==> src/rtl/fetch_controller.sv <==
// fetch_controller
//   Sequences instruction fetch from a byte-addressed, big-endian instruction
//   memory whose read path is combinational. The block owns the PC and drives
//   it as the memory address. Each fetched 32-bit word goes into a 2-entry
//   fetch buffer. The buffer head is presented to decode over a valid/ready
//   handshake. Branch redirects flush the buffer and reload the PC. An
//   all-zero instruction word puts the controller into a halt state.
//
//   Optional feature macro: FETCH_FAULT_EN
//     When defined, each fetch first checks the PC for misalignment or an
//     out-of-range address. A faulting fetch pushes a NOP marked with a fault
//     bit and then halts. When undefined, out_fault is tied 0 and every
//     address goes to memory unchanged.
//
// Ports
//   clk            in   1   rising-edge clock
//   reset          in   1   synchronous, active-high
//   imem_addr      out  64  byte address to instruction memory (= pc)
//   imem_instr     in   32  word returned combinationally by memory
//   redirect_valid in   1   branch/jump redirect request
//   redirect_pc    in   64  redirect target
//   out_valid      out  1   buffer head valid toward decode
//   out_ready      in   1   decode accepts head
//   out_pc         out  64  pc of head entry (0 when buffer empty)
//   out_instr      out  32  instruction of head entry (0 when buffer empty)
//   out_fault      out  1   head entry carries a fetch fault
//   halted         out  1   controller is halted
module fetch_controller #(
    parameter logic [63:0] PC_RESET = 64'h0,
    parameter int unsigned MEM_SIZE = 4095
) (
    input  logic        clk,
    input  logic        reset,
    output logic [63:0] imem_addr,
    input  logic [31:0] imem_instr,
    input  logic        redirect_valid,
    input  logic [63:0] redirect_pc,
    output logic        out_valid,
    input  logic        out_ready,
    output logic [63:0] out_pc,
    output logic [31:0] out_instr,
    output logic        out_fault,
    output logic        halted
);

`ifdef FETCH_FAULT_EN
    localparam bit FAULT_EN = 1'b1;
`else
    localparam bit FAULT_EN = 1'b0;
`endif

    // Highest PC at which a full 4-byte word still lies inside memory.
    localparam logic [63:0] LAST_WORD = 64'(MEM_SIZE) - 64'd4;
    localparam logic [31:0] NOP_WORD  = 32'h0000_0013;

    typedef enum logic [1:0] {S_BOOT, S_RUN, S_HALT} state_t;

    state_t      state_q, state_d;
    logic [63:0] pc_q, pc_d;
    logic [1:0]  count_q, count_d;

    // Slot 0 is always the head; slot 1 is valid only when count_q == 2.
    logic [63:0] ent_pc_q    [2];
    logic [31:0] ent_instr_q [2];
    logic        ent_fault_q [2];

    logic        redirect_take;
    logic        pop;
    logic        push;
    logic        fetch_fault;
    logic        zero_word;
    logic        wr_en;
    logic [31:0] wr_instr;
    logic [1:0]  fill;

    // A redirect in S_BOOT is ignored. A redirect still blocks
    // acceptance of the head through out_valid.
    assign redirect_take = redirect_valid && (state_q != S_BOOT);
    assign pop           = out_valid && out_ready;
    assign push          = (state_q == S_RUN) && !redirect_valid &&
                           ((count_q < 2'd2) || pop);
    assign fetch_fault   = FAULT_EN && ((pc_q[1:0] != 2'b00) || (pc_q > LAST_WORD));
    assign zero_word     = (imem_instr == 32'h0);
    // A zero word consumes the push slot but writes nothing. A fault always writes.
    assign wr_en         = push && (fetch_fault || !zero_word);
    assign wr_instr      = fetch_fault ? NOP_WORD : imem_instr;
    // Occupancy after this cycle's pop; that is where a new word lands.
    assign fill          = count_q - {1'b0, pop};

    // ---- FSM: state register ----
    always_ff @(posedge clk) begin
        if (reset) begin
            state_q <= S_BOOT;
        end else begin
            state_q <= state_d;
        end
    end

    // ---- FSM: next-state logic ----
    always_comb begin
        state_d = state_q;
        unique case (state_q)
            S_BOOT: state_d = S_RUN;
            S_RUN: begin
                if (redirect_valid) begin
                    state_d = S_RUN;
                end else if (push && (fetch_fault || zero_word)) begin
                    state_d = S_HALT;
                end
            end
            S_HALT: begin
                if (redirect_valid) begin
                    state_d = S_RUN;
                end
            end
            default: state_d = S_BOOT;
        endcase
    end

    // ---- FSM: outputs ----
    always_comb begin
        halted    = (state_q == S_HALT);
        imem_addr = pc_q;
        out_valid = (count_q != 2'd0) && !redirect_valid;
        out_pc    = 64'h0;
        out_instr = 32'h0;
        out_fault = 1'b0;
        if (count_q != 2'd0) begin
            out_pc    = ent_pc_q[0];
            out_instr = ent_instr_q[0];
            out_fault = FAULT_EN && ent_fault_q[0];
        end
    end

    // PC and occupancy next-state. A redirect overrides both push and pop.
    always_comb begin
        pc_d    = pc_q;
        count_d = count_q;
        if (redirect_take) begin
            pc_d    = redirect_pc;
            count_d = 2'd0;
        end else begin
            count_d = fill + {1'b0, wr_en};
            if (wr_en && !fetch_fault) begin
                pc_d = pc_q + 64'd4;
            end
        end
    end

    always_ff @(posedge clk) begin
        if (reset) begin
            pc_q    <= PC_RESET;
            count_q <= 2'd0;
        end else begin
            pc_q    <= pc_d;
            count_q <= count_d;
        end
    end

    // Buffer payload carries no reset; count_q alone qualifies it.
    // pop and wr_en are both low while redirect_valid is high.
    always_ff @(posedge clk) begin
        if (wr_en && (fill == 2'd0)) begin
            ent_pc_q[0]    <= pc_q;
            ent_instr_q[0] <= wr_instr;
            ent_fault_q[0] <= fetch_fault;
        end else if (pop && (count_q == 2'd2)) begin
            ent_pc_q[0]    <= ent_pc_q[1];
            ent_instr_q[0] <= ent_instr_q[1];
            ent_fault_q[0] <= ent_fault_q[1];
        end
        if (wr_en && (fill == 2'd1)) begin
            ent_pc_q[1]    <= pc_q;
            ent_instr_q[1] <= wr_instr;
            ent_fault_q[1] <= fetch_fault;
        end
    end

endmodule

==> config.mk <==
export PLATFORM = sky130hd
export DESIGN_NAME = fetch_controller
export DESIGN_NICKNAME = d
export VERILOG_FILES = /design/src/rtl/fetch_controller.sv
export SDC_FILE = /design/constraint.sdc
export NUM_CORES = 1
export LEC_CHECK = 0
export CELL_PAD_IN_SITES_DETAIL_PLACEMENT = 1
export CELL_PAD_IN_SITES_GLOBAL_PLACEMENT = 1
export CORE_AREA = 2 2 172 174
export CTS_BUF_LIST = sky130_fd_sc_hd__clkbuf_4 sky130_fd_sc_hd__clkbuf_8
export DETAILED_ROUTE_END_ITERATION = 8
export DIE_AREA = 0 0 174 176
export PLACE_DENSITY_LB_ADDON = 0.1
export SYNTH_ARGS = -nofsm -noshare
export SYNTH_HDL_FRONTEND = slang
export SYNTH_SLANG_ARGS = --single-unit
==> constraint.sdc <==
create_clock -name clk -period 12.4 [get_ports clk]
set_input_delay 2.48 -clock clk [delete_from_list [all_inputs] [get_ports clk]]
set_output_delay 2.48 -clock clk [all_outputs]
set_load 0.1 [all_outputs]
==> results of run 1 <==
==> registers in the layout, summed over array words and instances, names as in the netlist <==
signal       cells
ent_pc_q       128
ent_instr_q     64
imem_addr       64
count_q          2
state_q          2
==> critical path, stage by stage <==
cell	delay, ns
clkdlybuf4s50_1	0.60
nor2_1	0.21
clkdlybuf4s50_1	1.16
==> layer usage <==
layer	part of all wire, %	vias up
met5	0.044	-
met4	2.1	2
met3	7.0	57
met2	46	314
met1	45	4682
li1	-	4283
==> final cells by class <==
type                    instances  share of cell area [%]
multi-input cells             638                    28.8
flip-flops and latches        260                    44.9
clock buffers                  60                    4.61
inverters                      16                   0.379
well taps                     384                    3.03
clock inverters                24                    1.03
repair buffers                277                    17.2
==> per-stage QoR <==
stage / power (mW) / instance area, um2 / cells
after global routing: 2.44 / 15900 / 1659
final: 2.36 / 15900 / 1659
after CTS: 2.38 / 15900 / 1659
after floorplan: 1.44 / 11900 / 981
after detailed placement: 1.59 / 15000 / 1575
after global placement: 1.59 / 15000 / 1575
==> logic make-up after synthesis <==
kind of cell | count (synthesis)
AO/OA/AOI/OAI | 134
XOR/XNOR | 18
adder cells (fa/ha/maj) | 3
buffers and inverters | 83
flip-flops | 260
multiplexers | 98
other | 1
AND/OR/NAND/NOR | 384
==> power groups by stage <==
stage	registers [mW]	clock network [mW]	logic, mW
floorplan	1.15	0	0.290
global placement	1.05	0	0.535
detailed placement	1.05	0	0.540
CTS	1.04	0.802	0.542
global route	1.04	0.838	0.559
finish	1.04	0.782	0.537
==> worst max path at each step <==
stage,slack [ns],end
after floorplan,0.94,ent_instr_q[0][32]
after global placement,5.52,out_valid
after detailed placement,5.47,out_valid
after CTS,5.47,out_valid
after global routing,5.42,out_valid
final,5.48,out_valid
==> cells in the final DEF (no fill, tap or decap), types with 12 or more instances in the layout <==
| cell type | count |
|---|---|
| clkbuf_4 | 15 |
| nand3_1 | 47 |
| clkbuf_8 | 45 |
| a21oi_1 | 15 |
| nor2b_1 | 98 |
| dfxtp_1 | 68 |
| o21ai_0 | 17 |
| nor4_1 | 26 |
| o311a_1 | 12 |
| nor2_1 | 41 |
| edfxtp_1 | 192 |
| nor3_1 | 19 |
| clkinv_1 | 14 |
| inv_1 | 16 |
| nand4_1 | 28 |
| or4_1 | 15 |
| o211ai_1 | 15 |
| buf_4 | 16 |
| clkdlybuf4s50_1 | 261 |
| o2111ai_1 | 14 |
| or3_1 | 15 |
| a221o_1 | 13 |
| nand2_1 | 52 |
| xor2_1 | 12 |
| mux2_2 | 97 |
==> key figures, run 1 <==
Routing
  – DRC violations left: 0
  – Detail Route Antenna Nets: 0
  – Number of DRC markers in iteration 0: 576
  – DRT Wirelength: ~36000 um
  – DR WL/cell: 21.8 um
  – Vias: just over 9000
  – Vias per inst: between 5 and 6
  – TritonRoute pass-1 iters: 5

Layout
  – Fillers: roughly 3000
  – P&R area growth vs syn: 32.9%
  – Diode count: 0
  – Register Area: 0.00713 mm2
  – Layout cells sized above 1: approximately 16%
  – Final Util: between 50% and 60%
  – Nets: 1341
  – Area of the multi-input gates: 0.00457 mm2

Die
  – Die H: between 150 and 200 um
  – DIE AREA: around 0.03 mm2
  – I/O pin count: roughly 260
  – Core Box Area: approximately 0.029 mm2
  – Die Width: around 170 um
  – Site row count: just over 60
  – Initial Utilization: between 40% and 50%

Outcome
  – Outcome: completed

Global route
  – M1 GR Usage: a little under a third
  – Overflow after GRT: 0
  – M3 GR Usage: 5.79%
  – Vias in the first global route: 9506
  – Initial antenna violation count: 1
  – Largest net degree at the start of global routing: 64
  – Met2 usage: a little under two fifths
  – GRT Max-Usage Layer: met2
  – First-pass GRT wire length: about 56000 um
  – Global Route Usage Sum: a little under a quarter

Synth
  – Adder-Cell Fraction of Synth Area: 0.314%
  – Async set or reset register ratio after synthesis: 0%
  – Synthesized area: between 0.01 and 0.015 mm2
  – Top cells by area, synth: edfxtp_1, dfxtp_1, mux2_2
  – Yosys cell types: between 50 and 60
  – Synthesized flop and latch total: 260
  – Compound-Gate Fraction of Synth Area: under 10%
  – Number of synthesized flops with an enable pin: roughly 190
  – Mean Syn Cell Area: roughly 12 um2
  – Simple-gate portion of the synthesized area: a little under a fifth
  – Top cells by count, synth: edfxtp_1, nor2b_1, mux2_2, dfxtp_1, clkbuf_1
  – Post-Syn Nets: 1084
  – Cell taking the most area after synthesis: edfxtp_1
  – Seq/Total Area, Yosys: between 50% and 60%
  – Yosys top cell area share: 48.3%
  – Synth Warn #: 0
  – Main combinational cell family by area after synthesis: simple AND/OR/NAND/NOR gates
  – Mux share of post-synthesis cell area: around 9.2%
  – Synth Instances: just under 1000
  – Synth Flop Type: edfxtp_1
  – Synth Area in XOR/XNOR: under 10%
  – Most frequent cell after synthesis: edfxtp_1

Placed design
  – Port Buffers: 261
  – Placer congestion estimate: 0.802
  – Pre-CTS setup slack: approximately 5.5 ns
  – Hpwl dp: between 20000 and 25000 um

Timing
  – RSZ-0062 raised after global routing: no
  – Fin crit period: 6.92 ns
  – Hold Vio Cnt, Final: 0
  – Fmax: about 0.14 GHz
  – # setup viols final: 0
  – TNS Setup: 0 ns
  – Worst hold slack: 0.494 ns
  – Final setup margin: between 5 and 6 ns
  – Final slew viol count: 0
  – Fin crit share: between 50 and 60%
  – Worst slew pin tran: 1.17 ns
  – Worst clock skew: roughly 0.031 ns
  – Max_slew headroom: a little over a fifth

Power
  – Power Internal: around 1.6 mW
  – Combinational share of power: around 23%
  – Sw frac: around 34%
  – Leak Pwr: 5.29 nW
  – Max IR drop VDD: roughly 90 uV
  – Power per cell area: ~150 mW/mm2
  – Flop pwr share: between 40% and 50%
  – P_sw: just under 800 uW
  – Clock network fraction of design power: approximately 33%

CTS
  – Post-CTS sizing: 0
  – Clock slew at reported path FFs: roughly 0.050 ns
  – CTS tree: yes
  – Root buf cell: clkbuf_8
  – Worst skew pair latency: between 0.5 and 0.6 ns
  – Total CTS buffers: between 40 and 50
  – Hold Buf Count CTS: 0
  – CTS H-tree lvls: 2
  – Number of post-CTS setup repair buffers: 0
  – Longest Clk Path Bufs: 3
  – CTS sink cnt: 260

Setup path
  – Worst Setup SP: redirect_valid
  – Critical path type: input pin to output port
  – RR Endpoint: ent_instr_q[0][23]
  – Crit path required time: 9.92 ns
  – Crit path DAT: approximately 4.4 ns
  – Worst r2r src: count_q[1]
  – Crit. End Element: output port
  – Crit path launch type: input pin
  – R2R cell count: 9
  – Critical path peak fanout: 7
  – Flop2flop setup slack: 7.73 ns

Flow run
  – Max Cap Viol: 0

Min path
  – Worst hold start: imem_addr[0]
  – Hold EP: ent_pc_q[0][64]
  – Hold Crit Class: flop to flop
  – Hold depth: 0
Note: power is estimated with default switching activity, not from simulation.
==> run 2, diff against run 1 <==
CORE_AREA = 2 2 181 183   (was 2 2 172 174)
DIE_AREA = 0 0 183 185   (was 0 0 174 176)
clock period = 5.75 ns   (was 12.4 ns; I/O delays follow)
==> run 2 against run 1 <==
  * Via count fell by 0.49%
  * Register-to-register slack got worse by 5.6 ns
  * Core utilization decreased by 5.6 points
  * Global-route usage fell by 1.5 points
  * Sequential share of layout area shrank 0.43 points
  * Sequential power up 110%
  * Clock-buffer cell count increased by 3
  * Clock power rose by 130%
==> key figures, run 2 (synthesis results as in run 1) <==
Power
  – Max IR drop VDD: 187 uV (+110%)
  – Power Total: 5.21 mW (+120%)
  – Power per cell area: 325 mW/mm2 (+120%)
  – Sw frac: 33.5% (-0.17 points)
  – Leak Pwr: 5.35 nW (+1.3%)
  – Clock network fraction of design power: 34.7% (+1.5 points)
  – Power Internal: 3.46 mW (+120%)
  – Flop pwr share: 42.9% (-1.1 points)
  – Combinational share of power: 22.4% (-0.4 points)
  – P_sw: 1.74 mW (+120%)

Timing
  – Fmax: 0.232 GHz
  – Final slew viol count: 0 (unchanged)
  – TNS Setup: 0 ns (unchanged)
  – Worst hold slack: 0.513 ns (+0.0187 ns)
  – Worst clock skew: 0.0285 ns (-0.00251 ns)
  – Fin crit share: approximately three quarters
  – Worst slew pin tran: 1.13 ns (-0.0421 ns)
  – Fin crit period: 4.31 ns
  – Hold Vio Cnt, Final: 0 (unchanged)
  – Max_slew headroom: 24.5% (+2.9 points)
  – RSZ-0062 raised after global routing: no
  – # setup viols final: 0 (unchanged)

Layout
  – Max reg flops: 128 (unchanged)
  – Commonest cells after routing, fill and taps aside: clkdlybuf4s50_1, edfxtp_1, nor2b_1, mux2_2, dfxtp_1
  – P&R area growth vs syn: 34.2%
  – Layout cells sized above 1: 16.2% (+0.66 points)
  – Commonest non-fill, non-tap cell in the layout: clkdlybuf4s50_1
  – Nets: 1350 (+0.67%)
  – Largest register by flop count: ent_pc_q

Placed design
  – Placer congestion estimate: 0.773 (-3.7%)
  – Port Buffers: 261 (unchanged)
  – Hpwl dp: 25300 um (+4.7%)

Die
  – DIE AREA: 0.0339 mm2 (+11%)
  – Core Box Area: 0.0320 mm2 (+12%)
  – I/O pin count: 263 (unchanged)
  – Site row count: 66 (+6.5%)
  – Initial Utilization: 37.3% (-4.6 points)
  – Die Width: 183 um (+5.2%)
  – Die H: 185 um (+5.1%)

Global route
  – First-pass GRT wire length: 57100 um (+1.5%)
  – Largest net degree at the start of global routing: 70 (+9.4%)
  – Vias in the first global route: 9612 (+1.1%)
  – Overflow after GRT: 0 (unchanged)
  – Global Route Usage Sum: 21.8% (-1.5 points)
  – Initial antenna violation count: 2 (+1)

CTS
  – CTS H-tree lvls: 2 (unchanged)
  – Longest Clk Path Bufs: 3 (unchanged)
  – Hold Buf Count CTS: 0 (unchanged)
  – CTS tree: yes
  – CTS sink cnt: 260 (unchanged)
  – Total CTS buffers: 48 (+6.7%)
  – Clock slew at reported path FFs: 0.07 ns (+0.02 ns)
  – Worst skew pair latency: 0.56 ns (about the same)
  – Number of post-CTS setup repair buffers: 0 (unchanged)
  – Root buf cell: clkbuf_8
  – Post-CTS sizing: 0 (unchanged)

Setup path
  – Crit-path leading delay family: buffers and inverters
  – Crit path launch type: flop
  – Critical path peak fanout: 40 (+33)
  – Max incr delay on CP: 1.00 ns (-0.16 ns)
  – Buf/Inv on CP: 2 (unchanged)
  – RR Endpoint: ent_pc_q[0][54]
  – Flop2flop setup slack: 2.14 ns (-5.59 ns)
  – Crit-path cells: nor2_4 > buf_4 > nor2b_1 > clkdlybuf4s50_1
  – Crit. End Element: output port
  – Crit path DAT: 3.16 ns (-1.28 ns)
  – Worst r2r src: count_q[1]
  – CP max-delay cell: clkdlybuf4s50_1
  – R2R cell count: 9 (unchanged)
  – Crit path required time: 4.60 ns (-5.32 ns)
  – Critical path type: flop to output port

Min path
  – Hold Crit Class: flop to flop
  – Hold depth: 2 (+2)
  – Worst hold start: imem_addr[1]
  – Hold EP: imem_addr[1]

Routing
  – TritonRoute pass-1 iters: 4 (-1)
  – Detail Route Antenna Nets: 0 (unchanged)
  – DRC violations left: 0 (unchanged)
  – Number of DRC markers in iteration 0: 437 (-24%)
  – Vias per inst: 5.49 (-2.5%)
  – DR WL/cell: 22.0 um (+0.96%)
  – Vias: 9292 (-0.49%)
  – DRT Wirelength: 37300 um (+3.1%)

Flow run
  – Max Cap Viol: 0 (unchanged)

Outcome
  – Outcome: completed
==> run 2: area by class of cell <==
type,instances,area (um2)
Tap cell,408,510
Clock inverter,25,193
Inverter,16,60.1
Multi-Input combinational cell,638,4580
Clock buffer,63,773
Antenna cell,1,2.50
Timing Repair Buffer,283,2780
Sequential cell,260,7130
Fill cell,3393,16000
==> run 2: metal layers <==
metal / part of all wire, % / track usage, % / routed length (um)
met1: 45 / 29.0 / 16700
met2: 47 / 35.4 / 17400
met3: 6.6 / 5.60 / 2470
met4: 2.0 / 5.82 / 737
met5: 0.043 / 0 / 16
==> run 2: tightest hold or removal path, cell delays in order (launching register included) <==
cell     delay, ns
dfxtp_1       0.34
nand2_1       0.07
a21oi_1       0.06
==> run 2: power by group through the flow <==
stage	sequential, mW	clock, mW	combinational (mW)
5_1_grt	2.25	1.93	1.21
3_5_place_dp	2.27	0	1.17
6_report	2.23	1.80	1.17
3_3_place_gp	2.27	0	1.16
2_1_floorplan	2.46	0	0.628
4_1_cts	2.24	1.85	1.18
==> run 2: through the flow <==
step / instance area [um2] / setup slack, ns / cells / utilization [%]
floorplan: 12000 / 0.0183 / 981 / -
global placement: 15100 / 1.30 / 1605 / 47.0
detailed placement: 15100 / 1.20 / 1605 / 47.0
CTS: 16000 / 1.32 / 1693 / 50.0
global route: 16000 / 1.17 / 1693 / 50.0
finish: 16000 / 1.44 / 1694 / 50.0
==> run 2: worst max path at each step <==
stage,depth (start not counted),to,startpoint
global route,4,out_pc[17],count_q[1]
detailed placement,9,ent_instr_q[0][5],redirect_valid
global placement,9,ent_pc_q[0][58],redirect_valid
floorplan,4,ent_instr_q[0][32],redirect_valid
CTS,4,out_pc[53],count_q[1]
finish,4,out_pc[53],count_q[1]
==> run 3, diff against run 2 <==
clock period = 3.7 ns   (was 5.75 ns; I/O delays follow)
==> run 3 against run 2 <==
  * Non-clock buffer count up 25
  * Via count is 0.89% higher
  * Routed wire length rose by 0.71%
  * Critical path depth unchanged
  * Worst setup slack got worse by 0.89 ns
  * Core utilization about the same
  * Clock-buffer cell count rose by 8
==> key figures, run 3 (synthesis results as in run 1) <==
CTS
  – Total CTS buffers: 47 (-2.1%)
  – Clock slew at reported path FFs: 0.06 ns (about the same)
  – Worst skew pair latency: 0.57 ns (about the same)
  – CTS H-tree lvls: 2 (unchanged)
  – Post-CTS sizing: 0 (unchanged)
  – Number of post-CTS setup repair buffers: 0 (unchanged)
  – Longest Clk Path Bufs: 3 (unchanged)
  – Root buf cell: clkbuf_8
  – Hold Buf Count CTS: 0 (unchanged)
  – CTS tree: yes
  – CTS sink cnt: 260 (unchanged)

Timing
  – Max_slew headroom: 30.5% (+6.0 points)
  – Fin crit share: 85.1%
  – Fmax: 0.318 GHz
  – Worst hold slack: 0.510 ns (-0.00317 ns)
  – RSZ-0062 raised after global routing: no
  – # setup viols final: 0 (unchanged)
  – Worst slew pin tran: 1.03 ns (-0.0974 ns)
  – Worst clock skew: 0.0271 ns (-0.00135 ns)
  – Hold Vio Cnt, Final: 0 (unchanged)
  – Final setup margin: 0.553 ns (-0.885 ns)
  – Final slew viol count: 0 (unchanged)
  – Fin crit period: 3.15 ns

Routing
  – DRT Wirelength: 37600 um (+0.71%)
  – Number of DRC markers in iteration 0: 541 (+24%)
  – Vias per inst: 5.45 (-0.63%)
  – Detail Route Antenna Nets: 0 (unchanged)
  – DRC violations left: 0 (unchanged)
  – TritonRoute pass-1 iters: 5 (+1)
  – Vias: 9375 (+0.89%)
  – DR WL/cell: 21.9 um (-0.82%)

Die
  – DIE AREA: 0.0339 mm2 (unchanged)
  – Die H: 185 um (unchanged)
  – Core Box Area: 0.0320 mm2 (unchanged)
  – Initial Utilization: 37.3% (unchanged)
  – I/O pin count: 263 (unchanged)
  – Site row count: 66 (unchanged)
  – Die Width: 183 um (unchanged)

Power
  – Leak Pwr: 5.75 nW (+7.5%)
  – Power Total: 8.11 mW (+56%)
  – Power per cell area: 506 mW/mm2 (+56%)
  – Max IR drop VDD: 392 uV (+110%)

Placed design
  – Placed Cells: 1630 (+1.6%)
  – Port Buffers: 261 (unchanged)
  – Hpwl dp: 25700 um (+1.7%)
  – Pre-CTS setup slack: 0.293 ns (-0.911 ns)
  – Placer congestion estimate: 0.768 (-0.58%)

Global route
  – Largest net degree at the start of global routing: 97 (+39%)
  – Overflow after GRT: 0 (unchanged)
  – Vias in the first global route: 9770 (+1.6%)
  – Global Route Usage Sum: 21.8% (+0.046 points)
  – Initial antenna violation count: 2 (unchanged)
  – First-pass GRT wire length: 57300 um (+0.35%)

Setup path
  – RR Endpoint: imem_addr[39]
  – Max incr delay on CP: 0.78 ns (-0.22 ns)
  – Crit path launch type: flop
  – Flop2flop setup slack: 0.88 ns (-1.26 ns)
  – CP max-delay cell: buf_4
  – Worst r2r src: imem_addr[9]
  – R2R cell count: 5 (-4)
  – Crit-path cells: nor2_4 > buf_4 > nor2b_1 > buf_4
  – Crit. End Element: output port
  – Critical path type: flop to output port
  – Critical path peak fanout: 96 (+140%)
  – Crit path DAT: 2.41 ns (-0.75 ns)
  – Crit path required time: 2.96 ns (-1.64 ns)
  – Most used cell, CP: buf_4

Layout
  – Layout cells sized above 1: 28.1% (+12 points)
  – Max reg flops: 128 (unchanged)
  – Commonest cells after routing, fill and taps aside: edfxtp_1, buf_4, clkdlybuf4s50_1, nor2b_1, mux2_2
  – Nets: 1374 (+1.8%)
  – Final Non-Filler Cells: 1720 (+1.5%)
  – P&R area growth vs syn: 34.3% (about the same)
  – Fillers: 3369 (-0.71%)
  – Largest register by flop count: ent_pc_q
  – Final Util: 50.0% (about the same)
  – Commonest non-fill, non-tap cell in the layout: edfxtp_1

Min path
  – Hold Crit Class: flop to flop
  – Worst hold start: imem_addr[1]
  – Hold depth: 0 (-2)
  – Hold EP: ent_pc_q[0][65]

Flow run
  – Max Cap Viol: 0 (unchanged)

Outcome
  – Outcome: completed
## run 3: worst max-delay path by stage
stage | start | to | slack [ns] | cells after the start
4_1_cts | count_q[1] | out_pc[43] | 0.44 | 4
6_report | count_q[1] | out_pc[43] | 0.55 | 4
3_5_place_dp | redirect_valid | ent_pc_q[0][28] | 0.29 | 9
3_3_place_gp | redirect_valid | ent_instr_q[0][5] | 0.33 | 9
2_1_floorplan | redirect_valid | ent_instr_q[0][32] | -0.76 | 5
5_1_grt | count_q[1] | out_pc[33] | 0.33 | 4
## run 3: report_power, final
part	switching, mW	total (mW)	internal [mW]
Combinational	1.36	1.82	0.461
Sequential	0.129	3.46	3.33
Clock	1.22	2.83	1.61
## run 3: routing by layer
metal | up-vias | share of wire (%) | wire length (um) | global-route usage, %
met2 | 291 | 46 | 17400 | 35.8
met5 | - | 0 | 0 | 0
met4 | 0 | 2.1 | 805 | 5.70
met3 | 51 | 6.3 | 2380 | 4.78
li1 | 4353 | - | - | -
met1 | 4680 | 45 | 17100 | 29.4
## run 3: final cells by class
type	instances	area [um2]	area share, %
multi-input combinational	638	4620	28.8
sequential	260	7130	44.5
antenna	3	7.51	0.0468
clock buffer	71	852	5.32
clock inverter	16	126	0.788
inverter	16	60.1	0.375
tap	408	510	3.18
timing repair buffer	308	2730	17.0
## run 3: stage by stage
step                instance area [um2]  TNS, ns
floorplan                         12000   -90.68
global placement                  15000        0
detailed placement                15000        0
CTS                               16000        0
global route                      16000        0
finish                            16000        0
## run 3: critical path, delay by kind of cell, from the launching register on
kind / cells / cell delay, ns
simple gates: 2 / 0.32
flops: 1 / 0.38
buf+inv: 2 / 1.07
